### src/rtl/formula_n_sqrt_sum_fsm.sv
// Sums isqrt(args[i]) over N_ARGS 32-bit arguments by farming them out to
// N_ISQRT external isqrt units in ceil(N_ARGS/N_ISQRT) issue/wait rounds.
module formula_n_sqrt_sum_fsm #(
  parameter int N_ARGS  = 3,
  parameter int N_ISQRT = 2
) (
  input  logic                   clk,
  input  logic                   rst,
  input  logic                   arg_vld,
  input  logic [N_ARGS*32-1:0]   args,
  output logic                   arg_rdy,
  output logic                   res_vld,
  output logic [31:0]            res,
  output logic [N_ISQRT-1:0]     isqrt_x_vld,
  output logic [N_ISQRT*32-1:0]  isqrt_x,
  input  logic [N_ISQRT-1:0]     isqrt_y_vld,
  input  logic [N_ISQRT*16-1:0]  isqrt_y
);

  localparam int ROUNDS = (N_ARGS + N_ISQRT - 1) / N_ISQRT;
  localparam int RW     = (ROUNDS > 1) ? $clog2(ROUNDS) : 1;
  localparam int AW     = N_ARGS * 32;
  localparam int XW     = N_ISQRT * 32;

  typedef enum logic [1:0] {IDLE, ISSUE, WAIT} state_t;

  state_t             state;
  logic [AW-1:0]      args_q;
  logic [N_ISQRT-1:0] pending;
  logic [RW-1:0]      round;
  logic [31:0]        acc;

  logic [N_ISQRT-1:0] hit;
  logic [N_ISQRT-1:0] pending_next;
  logic [31:0]        acc_next;

  // Units whose argument index r*N_ISQRT+j exists; only the last round can be partial.
  function automatic logic [N_ISQRT-1:0] active_mask(input int r);
    logic [N_ISQRT-1:0] m;
    m = '0;
    for (int j = 0; j < N_ISQRT; j++)
      if (r * N_ISQRT + j < N_ARGS) m[j] = 1'b1;
    return m;
  endfunction

  assign arg_rdy = (state == IDLE);

  // NOTE: every always_comb output gets a default before any branch, so no latch is inferred.
  always_comb begin
    hit          = (state == WAIT) ? (isqrt_y_vld & pending) : '0;
    pending_next = pending & ~hit;
    acc_next     = acc;
    // NOTE: blocking assignments here chain the per-unit adds within one cycle.
    for (int j = 0; j < N_ISQRT; j++)
      if (hit[j]) acc_next = acc_next + {16'd0, isqrt_y[16*j +: 16]};
  end

  // NOTE: sequential state uses non-blocking assignments so all flops update together.
  // NOTE: args_q is a pure data holding register loaded on accept, so it is left out of reset.
  always_ff @(posedge clk) begin
    if (rst) begin
      state       <= IDLE;
      res_vld     <= 1'b0;
      res         <= '0;
      isqrt_x_vld <= '0;
      isqrt_x     <= '0;
      pending     <= '0;
      round       <= '0;
      acc         <= '0;
    end else begin
      res_vld     <= 1'b0;
      isqrt_x_vld <= '0;
      case (state)
        IDLE: begin
          if (arg_vld) begin
            // Round 0 operands go out directly; the remainder is kept pre-shifted.
            isqrt_x     <= args[XW-1:0];
            isqrt_x_vld <= active_mask(0);
            args_q      <= args >> XW;
            acc         <= '0;
            round       <= '0;
            state       <= ISSUE;
          end
        end
        ISSUE: begin
          pending <= isqrt_x_vld;
          state   <= WAIT;
        end
        WAIT: begin
          acc     <= acc_next;
          pending <= pending_next;
          if (pending_next == '0) begin
            if (round == RW'(ROUNDS - 1)) begin
              res     <= acc_next;
              res_vld <= 1'b1;
              state   <= IDLE;
            end else begin
              round       <= round + 1'b1;
              isqrt_x     <= args_q[XW-1:0];
              isqrt_x_vld <= active_mask(int'(round) + 1);
              args_q      <= args_q >> XW;
              state       <= ISSUE;
            end
          end
        end
        default: state <= IDLE;
      endcase
    end
  end

endmodule
### config.mk
export PLATFORM = sky130hd
export DESIGN_NAME = formula_n_sqrt_sum_fsm
export DESIGN_NICKNAME = d
export VERILOG_FILES = /design/src/rtl/formula_n_sqrt_sum_fsm.sv
export SDC_FILE = /design/constraint.sdc
export NUM_CORES = 1
export LEC_CHECK = 0
export BUFFER_PORTS_ARGS = -buffer_cell sky130_fd_sc_hd__clkbuf_2
export CAP_MARGIN = 20
export CORE_ASPECT_RATIO = 0.6
export CORE_MARGIN = 4
export CORE_UTILIZATION = 49
export DETAILED_ROUTE_END_ITERATION = 8
export GPL_TIMING_DRIVEN = 0
export PLACE_DENSITY_LB_ADDON = 0.1
export SETUP_SLACK_MARGIN = 0.4
export SLEW_MARGIN = 30
export SYNTH_ARGS = -nofsm -noshare
export SYNTH_HDL_FRONTEND = slang
export SYNTH_SLANG_ARGS = --single-unit
export TNS_END_PERCENT = 20
### constraint.sdc
create_clock -name clk -period 7.67 [get_ports clk]
set_input_delay 1.1505 -clock clk [delete_from_list [all_inputs] [get_ports clk]]
set_output_delay 1.1505 -clock clk [all_outputs]
set_load 0.05 [all_outputs]
# --- Word level (Yosys, flattened, before mapping) ---
# Index checks and enable logic that the tools add are counted.
totals:
  reg_bits: 232
  latchBits: 0
  ramBits: 0
  rom_bits: 0
  inputBits: 133
  output_inout_bits: 100
  elab_cells: 67
  memories: 0
classes:
  addsub: 5
  multipliers: 0
  div: 0
  n_lt_le_gt_ge: 2
  eq_ne: 5
  shift: 0
  n_mux: 29
  bitwise_logic: 6
  n_reduce_logical: 11
ops:
  columns: ["cell", "n"]
  rows:
  - ["$mux 96", 3]
  - ["$mux 64", 3]
  - ["$pmux 96 s2", 1]
  - ["$pmux 64 s2", 1]
  - ["$mux 32", 3]
  - ["$add 32x16->32", 2]
  - ["$pmux 32 s2", 1]
  - ["$mux 2", 6]
  - ["$pmux 2 s2", 2]
  - ["$mux 1", 7]
  - ["$pmux 2 s3", 1]
  - ["$reduce_and 3->1", 2]
  - ["$reduce_and 5->1", 1]
  - ["$add 3x1->4 const B", 1]
  - ["$and 2x2->2", 2]
  - ["$logic_not 2->1", 2]
  - ["$lt 4x2->1 const B", 1]
  - ["$ne 2x2->1 const B", 2]
  - ["$reduce_and 2->1", 2]
  - ["$reduce_and 4->1", 1]
  - ["$reduce_bool 2->1", 2]
  - ["$lt 3x2->1 const B", 1]
  - ["$not 1->1", 3]
  - ["$reduce_or 3->1", 1]
  - ["other kinds (7)", 7]

# --- Logic depth before layout (Yosys ltp) ---
# Gate-level depths: netlist (run 1).
logic_depth:
  word_depth: 7
  ltp_mapped: 19

# --- Worst setup path after synthesis (run 1) ---
# Ideal clock, no wire load.
synth_path:
  path_type: "input -> register"
  from: "input isqrt_y[3]"
  to: "register acc[31]"
  arrival_ps: 5085
  required_time_ps: 7553
  path_slack_ps: 2467
  stages: 18
  path_cell_list: "ha_1 -> and2_1 -> a221oi_1 -> a21boi_0 -> a31oi_1 -> xnor2_1 -> mux2i_1 -> inv_1 -> ha_1 -> nand2_1 -> nor2_1 -> and3_1 -> a221o_1 -> a221oi_1 -> nor4_4 -> nand4_4 -> or4_1 -> a32o_1"
synth_via:
  elab_chain_len: 5
synth_rtl:
  columns: ["element", "line_no", "text"]
  rows:
  - ["start: declaration", "17", "input logic [N_ISQRT*16-1:0] isqrt_y"]
  - ["$add 32x16->32 *", "55", "if (hit[j]) acc_next = acc_next + {16'd0, isqrt_y[16*j +: 16]};"]
  - ["$mux 32 *", "55", null]
  - ["$add 32x16->32", "55", null]
  - ["$mux 32 *", "55", null]
  - ["$pmux 32 s2 *", "73", "case (state)"]
  - ["end signal: assignment", "90", "acc <= acc_next;"]
  - ["end: declaration", "31", "logic [31:0] acc;"]
# Every way passes the cells marked *; elsewhere a longest branch is shown, timed or not.
# A chain may end at the register's enable or synchronous reset.

# --- Final worst setup path (run 1) ---
layout_path:
  from: "input isqrt_y[3]"
  to: "register res[28]"
layout_via:
  elab_chain_len: 4
layout_rtl:
  columns: ["element", "line_no", "text"]
  rows:
  - ["$add 32x16->32 *", "55", null]
  - ["$mux 32 *", "55", null]
  - ["$add 32x16->32", "55", null]
  - ["$mux 32 *", "55", null]
  - ["end signal: assignment", "94", "res <= acc_next;"]
  - ["end: declaration", "13", "output logic [31:0] res,"]
# Marks and branches as above.

==> qor.log, run 1 <==
[yosys] count of warnings emitted by yosys 0
[global_route] M1 GR Usage 0.424
[yosys] synthesized instance count 1054
[global_route] most utilized layer in the global route result met1
[drt] Initial DRT Pass Iterations 6
[critical_path] ordered cell list for the critical path clkbuf_2, ha_1, and2_1, a221oi_1, a21boi_0, a31oi_1, xnor2_1, mux2i_1, inv_1, ha_1, nand2_1, nor2_1, a21boi_0, a21bo_2, o21ba_2, nor4_2, nand4_1, o211a_1, a311o_1
[critical_path] slowest stage cell, crit path a221oi_1
[cts] TritonCTS clock tree done
[global_route] number of global-route vias before repair 8448
[global_route] largest net degree at the start of global routing 22
[critical_path] startpoint kind of the worst setup timing path primary input
[floorplanning] floorplan row count 38
[yosys] count of different cell masters after synthesis 72
[critical_path] required time of the critical path 7.99 ns
[cts] clk sinks 168
[critical_path] capture instance of the worst register-to-register path res[28]$_SDFFE_PP0P_
[critical_path] count of cells along the worst register-to-register path 19
[layout] NumNets Final 1477
[drt] Detailed Route Iter0 Violations 903
[sta] ratio of final minimum period to clock period 0.787
[floorplanning] chip height 114 um
[floorplanning] overall die width 185 um
[sta] final critical path time including I/O delays and setup 6.03 ns
[critical_path] total buffers and inverters traversed by the critical path 2
[sta] highest clock rate 0.166 GHz
[pwr] Worst IR Drop VDD 0.164 mV
[critical_path] launch point of the worst path isqrt_y[3]
[yosys] fraction of synthesized cell area taken by the top area cell type 0.296
[cts] post-cts gate resize count 0
[sta] relative max-transition margin 0.397
[drt] Routed wire per std cell 19.2 um
[critical_path] RR Startpoint state[0]$_SDFFE_PP0P_
[critical_path] Top Family by Delay on Critical Path compound AO/OA/AOI/OAI gates
[pwr] Static Leak 4.72 nW
[drt] residual DRC count 0
[run_status] status complete, no violations
[critical_path] Max stage delay on crit path 0.58 ns
[drt] via total after detailed routing 8983
[floorplanning] placeable core area 0.0183 sq mm
[sta] pin slew with the least headroom to its limit 0.904 ns
[critical_path] CP max FO 6
[hold_path] type of the tightest min-delay check reg -> reg
[drt] WL final 30000 um
[yosys] leading post-synthesis cells by cell area dfxtp_1 30%, edfxtp_1 10%, nor2_1 5.7%, ha_1 5.0%, mux2i_1 4.2%
[global_route] initial antenna violation count 0
[critical_path] minimum setup slack among reg-to-reg paths 2.07 ns
[yosys] Cell Area, Synth 0.00919 sq mm
[global_route] met3 capacity usage during global routing 0.0990
[pwr] power per standard cell area 217 mW/mm^2
[critical_path] worst setup path end res[28]$_SDFFE_PP0P_
[global_route] global-route wire length before repair 46600 um
[floorplanning] number of top-level design ports 233
[cts] worst-skew pair later-pin latency 0.44 ns
[critical_path] WS Path Type in -> reg
[layout] Post-Layout Cell Count 1558
[cts] post-CTS setup buffer count 0
[cts] Worst-path clk slew 0.08 ns
[pwr] total power draw 2.44 mW
[critical_path] worst endpoint data arrival time 6.35 ns
[drt] vias per std cell 5.77
[sta] Post-Route Skew 0.0156 ns
[global_route] global-route met2 utilization 0.391
[global_route] Tot GR Track Use 0.284
[yosys] ys flop type dfxtp_1
[yosys] number of flip-flops and latches in the synthesized netlist 168
[layout] number of diodes added for antenna fixing 0
[yosys] syn nets 1226
[cts] root cell of the clock tree clkbuf_16
[placed_design] sum of net half-perimeters after detailed placement 23700 um
[placed_design] Setup WS pre-CTS 1.44 ns
[cts] cts-stage hold buffer count 0
[sta] post-route setup TNS 0 ns
[yosys] Post-Syn Area per Cell 8.72 sq um
[layout] area growth from synthesis to final layout 22.2%
[critical_path] critical path depth 19
[cts] number of buffers on the longest clock path 2
[sta] Hold Fails Final Rpt 0
[flow_run] Max Cap Viol 0
[sta] Worst Setup Slack, final 1.64 ns
[cts] level count of the clock H-tree 4
[cts] number of CTS-inserted buffers 17
[floorplanning] floorplan die area 0.0211 sq mm
[critical_path] crit end category flip-flop
[sta] RSZ-0062 raised after global routing no
[drt] number of routed nets with antenna violations 0
[placed_design] global placer's final weighted congestion 0.989
[yosys] register area share after synthesis 0.401
[placed_design] number of placed instances, taps included 1526
[global_route] global route overflow 0
[layout] total of fill cells in the finished design 1723
[layout] Finished Core Util 0.615
[floorplanning] Starting Density 0.503
[yosys] Post-synth ARST share 0
[sta] final setup violating endpoints 0
[yosys] cell type contributing the most total cell area after synthesis dfxtp_1
[yosys] number of synthesized flops with an enable pin 32
[placed_design] Port Buffer Count 231
[layout] share of final-layout standard cells stronger than drive strength 1 0.215
[sta] Slew Limit Fails 0
==> per-stage QoR <==
stage | hold slack, ns | area (sq um)
final | 0.463 | 11200
after global routing | 0.474 | 11200
after CTS | 0.461 | 11200
after detailed placement | 0.451 | 10700
after global placement | 0.444 | 10600
after floorplan | 0.451 | 9190
==> flip-flops by register name, summed over array words and instances (netlist names) <==
name	cells
pending	2
isqrt_x_vld	2
res_vld	1
acc	32
res	32
round	1
args_q	32
state	2
isqrt_x	64
==> kinds of logic after synthesis <==
group	after synthesis	share of synthesized area
simple gates	387	0.202
flops	168	0.401
fa+ha+maj	39	0.0547
mux	41	0.0449
compound gates	301	0.227
xor+xnor	36	0.0351
buf+inv	82	0.0357
==> cell usage after synthesis, drive strengths merged, types with 5 or more instances <==
master,count
nor2,139
dfxtp,136
nand2,97
clkbuf,55
a22oi,52
a21oi,50
o21ai,49
a211oi,41
mux2i,39
ha,37
nor2b,36
edfxtp,32
nand3,23
xnor2,23
inv,20
nor3,19
nand4,16
a21o,14
xor2,13
and3,12
a31oi,10
and2,10
o211ai,10
o21a,10
nand2b,8
buf,7
and4,6
o31ai,6
or3,6
a32o,5
nor4,5
==> worst min-delay path by stage <==
stage,end,cells after the start,startpoint
after floorplan,acc[15]$_SDFFE_PP0P_,2,acc[15]$_SDFFE_PP0P_
after global placement,res[18]$_SDFFE_PP0P_,2,res[18]$_SDFFE_PP0P_
after detailed placement,res[9]$_SDFFE_PP0P_,2,res[9]$_SDFFE_PP0P_
after CTS,res[9]$_SDFFE_PP0P_,2,res[9]$_SDFFE_PP0P_
after global routing,res[9]$_SDFFE_PP0P_,2,res[9]$_SDFFE_PP0P_
final,res[9]$_SDFFE_PP0P_,2,res[9]$_SDFFE_PP0P_
==> worst reg2reg max path, delay by kind of cell (launching register included) <==
family | cells | cell delay (ns)
AND/OR/NAND/NOR | 6 | 1.54
flip-flops | 1 | 0.38
buffers and inverters | 4 | 1.17
adder cells (fa/ha/maj) | 3 | 0.89
AO/OA/AOI/OAI | 6 | 1.53
==> report_power, final <==
part	total, mW	switching, mW	internal (mW)
Clock	0.818	0.395	0.423
Sequential	1.02	0.0381	0.980
Combinational	0.605	0.439	0.166
Total	2.44	0.873	1.57
==> cell usage in the layout (no fill, tap or decap), drive strengths merged, types with 4 or more instances in the layout <==
cell type	count
nor4	5
ha	37
and3	12
o22ai	4
mux2i	39
nand4	16
nor3	19
nand2b	8
and4	6
and2	10
o21a	10
buf	8
clkbuf	304
a22oi	52
clkinv	7
nand3	23
o31ai	6
a21oi	50
nor2b	36
a31o	4
o21ai	49
edfxtp	32
a32o	5
or3	6
a211oi	41
a31oi	10
xor2	13
a21o	14
inv	25
a21boi	4
xnor2	23
nand2	97
dfxtp	136
nor2	139
o211ai	10
==> layout make-up <==
class                      instances  area [sq um]  share of cell area
inverter                          20          75.1             0.00668
clock inverter                    14           119              0.0106
tap                              240           300              0.0267
buffer                            62           253              0.0225
timing repair buffer             232          1180               0.105
multi-input combinational        804          5190               0.462
clock buffer                      18           429              0.0382
sequential                       168          3680               0.328
==> layer usage <==
metal	wire length, um	share of wire
met4	505	0.017
met1	14200	0.47
met5	0	0
met3	3230	0.11
met2	12000	0.40
(Power assumes the default switching activity.)
==> run 2: changes to the inputs <==
==> constraint.sdc (replaced) <==
create_clock -name clk -period 5.4 [get_ports clk]
set_input_delay 0.81 -clock clk [delete_from_list [all_inputs] [get_ports clk]]
set_output_delay 0.81 -clock clk [all_outputs]
set_load 0.05 [all_outputs]
==> run 2 against run 1 <==
  * Hold slack improved by 0.0028 ns
  * Cell area is 1.5% higher
  * Non-clock buffer count grew 9
  * Via count up 0.87%
  * Setup slack worse by 1.1 ns
  * Global-route usage rose by 0.24 points
  * Core utilization up 0.93 points
  * Critical path type unchanged
  * Critical endpoint unchanged
  * Largest cell class unchanged
  * Largest power group unchanged
==> qor.log, run 2 (same netlist as run 1, synthesis figures left out) <==
[run_status] status complete, no violations [unchanged]
[flow_run] Max Cap Viol 0 [unchanged]
[layout] most common cell after layout, fill and taps aside clkbuf_2 [unchanged]
[critical_path] startpoint kind of the worst setup timing path primary input [unchanged]
[drt] met2 routed WL 12200 um [was 12000 um]
[layout] NumNets Final 1486 [was 1477]
[cts] number of CTS-inserted buffers 17 [unchanged]
[pwr] share of total power in combinational logic 0.249 [was 0.248]
[critical_path] worst setup path end res[28]$_SDFFE_PP0P_ [unchanged]
[floorplanning] floorplan die area 0.0211 sq mm [unchanged]
[sta] relative max-transition margin 0.381 [was 0.397]
[drt] residual DRC count 0 [unchanged]
[floorplanning] floorplan row count 38 [unchanged]
[pwr] switching portion of total power 0.358 [was 0.357]
[drt] highest routing layer actually used met4 [unchanged]
[cts] TritonCTS clock tree done [unchanged]
[sta] Post-Route Skew 0.0174 ns [was 0.0156 ns]
[layout] number of flip-flops in the largest register 64 [unchanged]
[critical_path] count of cells along the worst register-to-register path 19 [unchanged]
[pwr] part of the power in registers 0.416 [was 0.417]
[critical_path] ordered cell list for the critical path clkbuf_2, ha_1, and2_1, a221oi_4, a21boi_2, a31oi_1, xnor2_1, mux2i_1, inv_1, ha_1, nand2_1, nor2_2, a21boi_0, a21bo_2, o21ba_2, nor4_4, nand4_1, o211a_1, a311o_1 [was clkbuf_2, ha_1, and2_1, a221oi_1, a21boi_0, a31oi_1, xnor2_1, mux2i_1, inv_1, ha_1, nand2_1, nor2_1, a21boi_0, a21bo_2, o21ba_2, nor4_2, nand4_1, o211a_1, a311o_1]
[global_route] global route overflow 0 [unchanged]
[layout] share of final-layout standard cells stronger than drive strength 1 0.231 [was 0.215]
[floorplanning] chip height 114 um [unchanged]
[cts] number of buffers on the longest clock path 2 [unchanged]
[sta] worst slack on hold paths 0.466 ns [was 0.463 ns]
[cts] Worst-path clk slew 0.08 ns [about the same]
[layout] Post-Layout Cell Count 1567 [was 1558]
[critical_path] required time of the critical path 5.72 ns [was 7.99 ns]
[sta] ratio of final minimum period to clock period 0.894
[sta] pin slew with the least headroom to its limit 0.926 ns [was 0.904 ns]
[sta] final setup violating endpoints 0 [unchanged]
[drt] Routed wire per std cell 19.4 um [was 19.2 um]
[cts] clk sinks 168 [unchanged]
[pwr] switching component of the power 1.24 mW [was 0.873 mW]
[layout] number of diodes added for antenna fixing 0 [unchanged]
[drt] WL met3 3270 um [was 3230 um]
[cts] root cell of the clock tree clkbuf_16 [unchanged]
[global_route] Tot GR Track Use 0.286 [was 0.284]
[floorplanning] overall die width 185 um [unchanged]
[critical_path] capture instance of the worst register-to-register path res[28]$_SDFFE_PP0P_ [unchanged]
[cts] level count of the clock H-tree 4 [unchanged]
[pwr] Static Leak 4.80 nW [was 4.72 nW]
[pwr] internal power component 2.23 mW [was 1.57 mW]
[global_route] number of global-route vias before repair 8547 [was 8448]
[drt] routed metal-1 wirelength 14300 um [was 14200 um]
[critical_path] Worst path most repeated cell ha_1
[placed_design] sum of net half-perimeters after detailed placement 23700 um [unchanged]
[layout] Largest Register isqrt_x [unchanged]
[global_route] initial antenna violation count 0 [unchanged]
[floorplanning] number of top-level design ports 233 [unchanged]
[pwr] power share of the clock group 0.335 [about the same]
[sta] highest clock rate 0.207 GHz
[sta] Hold Fails Final Rpt 0 [unchanged]
[placed_design] number of placed instances, taps included 1526 [unchanged]
[critical_path] WS Path Type in -> reg [unchanged]
[critical_path] crit end category flip-flop [unchanged]
[sta] Slew Limit Fails 0 [unchanged]
[drt] Detailed Route Iter0 Violations 864 [was 903]
[critical_path] slowest stage cell, crit path ha_1 [was a221oi_1]
[drt] number of routed nets with antenna violations 0 [unchanged]
[sta] RSZ-0062 raised after global routing no [unchanged]
[drt] Initial DRT Pass Iterations 6 [unchanged]
[global_route] largest net degree at the start of global routing 22 [unchanged]
[critical_path] Max stage delay on crit path 0.37 ns [was 0.58 ns]
[pwr] Worst IR Drop VDD 0.233 mV [was 0.164 mV]
[critical_path] RR Startpoint state[0]$_SDFFE_PP0P_ [unchanged]
[layout] top library cells by usage in the layout, fill and taps aside 232 x clkbuf_2, 137 x nor2_1, 136 x dfxtp_1, 97 x nand2_1, 53 x clkbuf_1 [was 231 x clkbuf_2, 138 x nor2_1, 136 x dfxtp_1, 97 x nand2_1, 56 x clkbuf_1]
[critical_path] launch point of the worst path isqrt_y[4] [was isqrt_y[3]]
[drt] via total after detailed routing 9061 [was 8983]
[critical_path] worst endpoint data arrival time 5.15 ns [was 6.35 ns]
[hold_path] type of the tightest min-delay check reg -> reg [unchanged]
[sta] post-route setup TNS 0 ns [unchanged]
[critical_path] CP max FO 6 [unchanged]
[floorplanning] Starting Density 0.503 [unchanged]
[cts] worst-skew pair later-pin latency 0.44 ns [about the same]
[layout] area growth from synthesis to final layout 24.0% [was 22.2%]
[sta] final critical path time including I/O delays and setup 4.83 ns
[critical_path] minimum setup slack among reg-to-reg paths 0.61 ns [was 2.07 ns]
[floorplanning] placeable core area 0.0183 sq mm [unchanged]
[global_route] global-route wire length before repair 47000 um [was 46600 um]
[drt] vias per std cell 5.78 [was 5.77]
[pwr] power per standard cell area 305 mW/mm^2 [was 217 mW/mm^2]
[drt] WL final 30400 um [was 30000 um]
[layout] total of fill cells in the finished design 1708 [was 1723]
[placed_design] Port Buffer Count 231 [unchanged]
[placed_design] global placer's final weighted congestion 0.989 [unchanged]
[cts] cts-stage hold buffer count 0 [unchanged]
[run 2: cell types whose count changed in the layout (fill, tap and decap cells not counted), moves of 2 or more]
cell,change
buf_4,+9
clkbuf_1,-3
a221oi_1,-2
a221oi_4,+2
buf_2,+2
nor3_1,-2
nor3_2,+2
o21ai_0,-2
o21ai_1,+2
[run 2: critical path: cells and delay by family]
kind                     cells  cell delay, ns
AO/OA/AOI/OAI                8            2.07
AND/OR/NAND/NOR              5            1.09
adder cells (fa/ha/maj)      2            0.72
XOR/XNOR                     1            0.08
buffers and inverters        2            0.17
multiplexers                 1            0.20
[run 2: worst min-delay path by stage]
stage	startpoint	end	slack [ns]	cells after the start
final	res[9]$_SDFFE_PP0P_	res[9]$_SDFFE_PP0P_	0.47	2
after floorplan	acc[15]$_SDFFE_PP0P_	acc[15]$_SDFFE_PP0P_	0.45	2
after CTS	res[9]$_SDFFE_PP0P_	res[9]$_SDFFE_PP0P_	0.46	2
after global placement	res[18]$_SDFFE_PP0P_	res[18]$_SDFFE_PP0P_	0.44	2
after detailed placement	res[9]$_SDFFE_PP0P_	res[9]$_SDFFE_PP0P_	0.45	2
after global routing	res[9]$_SDFFE_PP0P_	res[9]$_SDFFE_PP0P_	0.47	2
[run 2: stage by stage]
| stage | util | instance area (sq um) | total power [mW] | setup WS [ns] |
|---|---|---|---|---|
| 6_report | 0.625 | 11400 | 3.47 | 0.570 |
| 5_1_grt | 0.625 | 11400 | 3.62 | 0.402 |
| 4_1_cts | 0.620 | 11300 | 3.48 | 0.393 |
| 3_5_place_dp | 0.585 | 10700 | 2.33 | -0.487 |
| 3_3_place_gp | 0.583 | 10600 | 2.31 | -0.484 |
| 2_1_floorplan | - | 9190 | 2.07 | 0.538 |
[run 2: area by class of cell]
| type | count | area, sq um | area share |
|---|---|---|---|
| multi-input cells | 804 | 5290 | 0.464 |
| clock buffers | 18 | 429 | 0.0376 |
| plain buffers | 62 | 256 | 0.0225 |
| well taps | 240 | 300 | 0.0263 |
| repair buffers | 241 | 1250 | 0.110 |
| clock inverters | 14 | 119 | 0.0104 |
| inverters | 20 | 75.1 | 0.00658 |
| flip-flops and latches | 168 | 3680 | 0.323 |
[run 2: what timing repair did]
action | CTS | global route
setup buffers | 5 | 4
pin swaps | 3 | 9
endpoints found under the setup margin | 26 | 27
gates resized for setup | 9 | 18
gates cloned | 0 | 0
[run 2: power by group through the flow]
stage	Sequential [mW]	Combinational, mW	Clock (mW)
finish	1.45	0.863	1.16
global route	1.46	0.930	1.23
CTS	1.45	0.860	1.17
detailed placement	1.47	0.858	0
global placement	1.47	0.841	0
floorplan	1.73	0.339	0
[run 2: routing by layer]
metal	global-route usage	up-vias
li1	-	4400
met1	0.426	4211
met2	0.393	405
met3	0.0994	45
met4	0.0714	0
met5	0	-
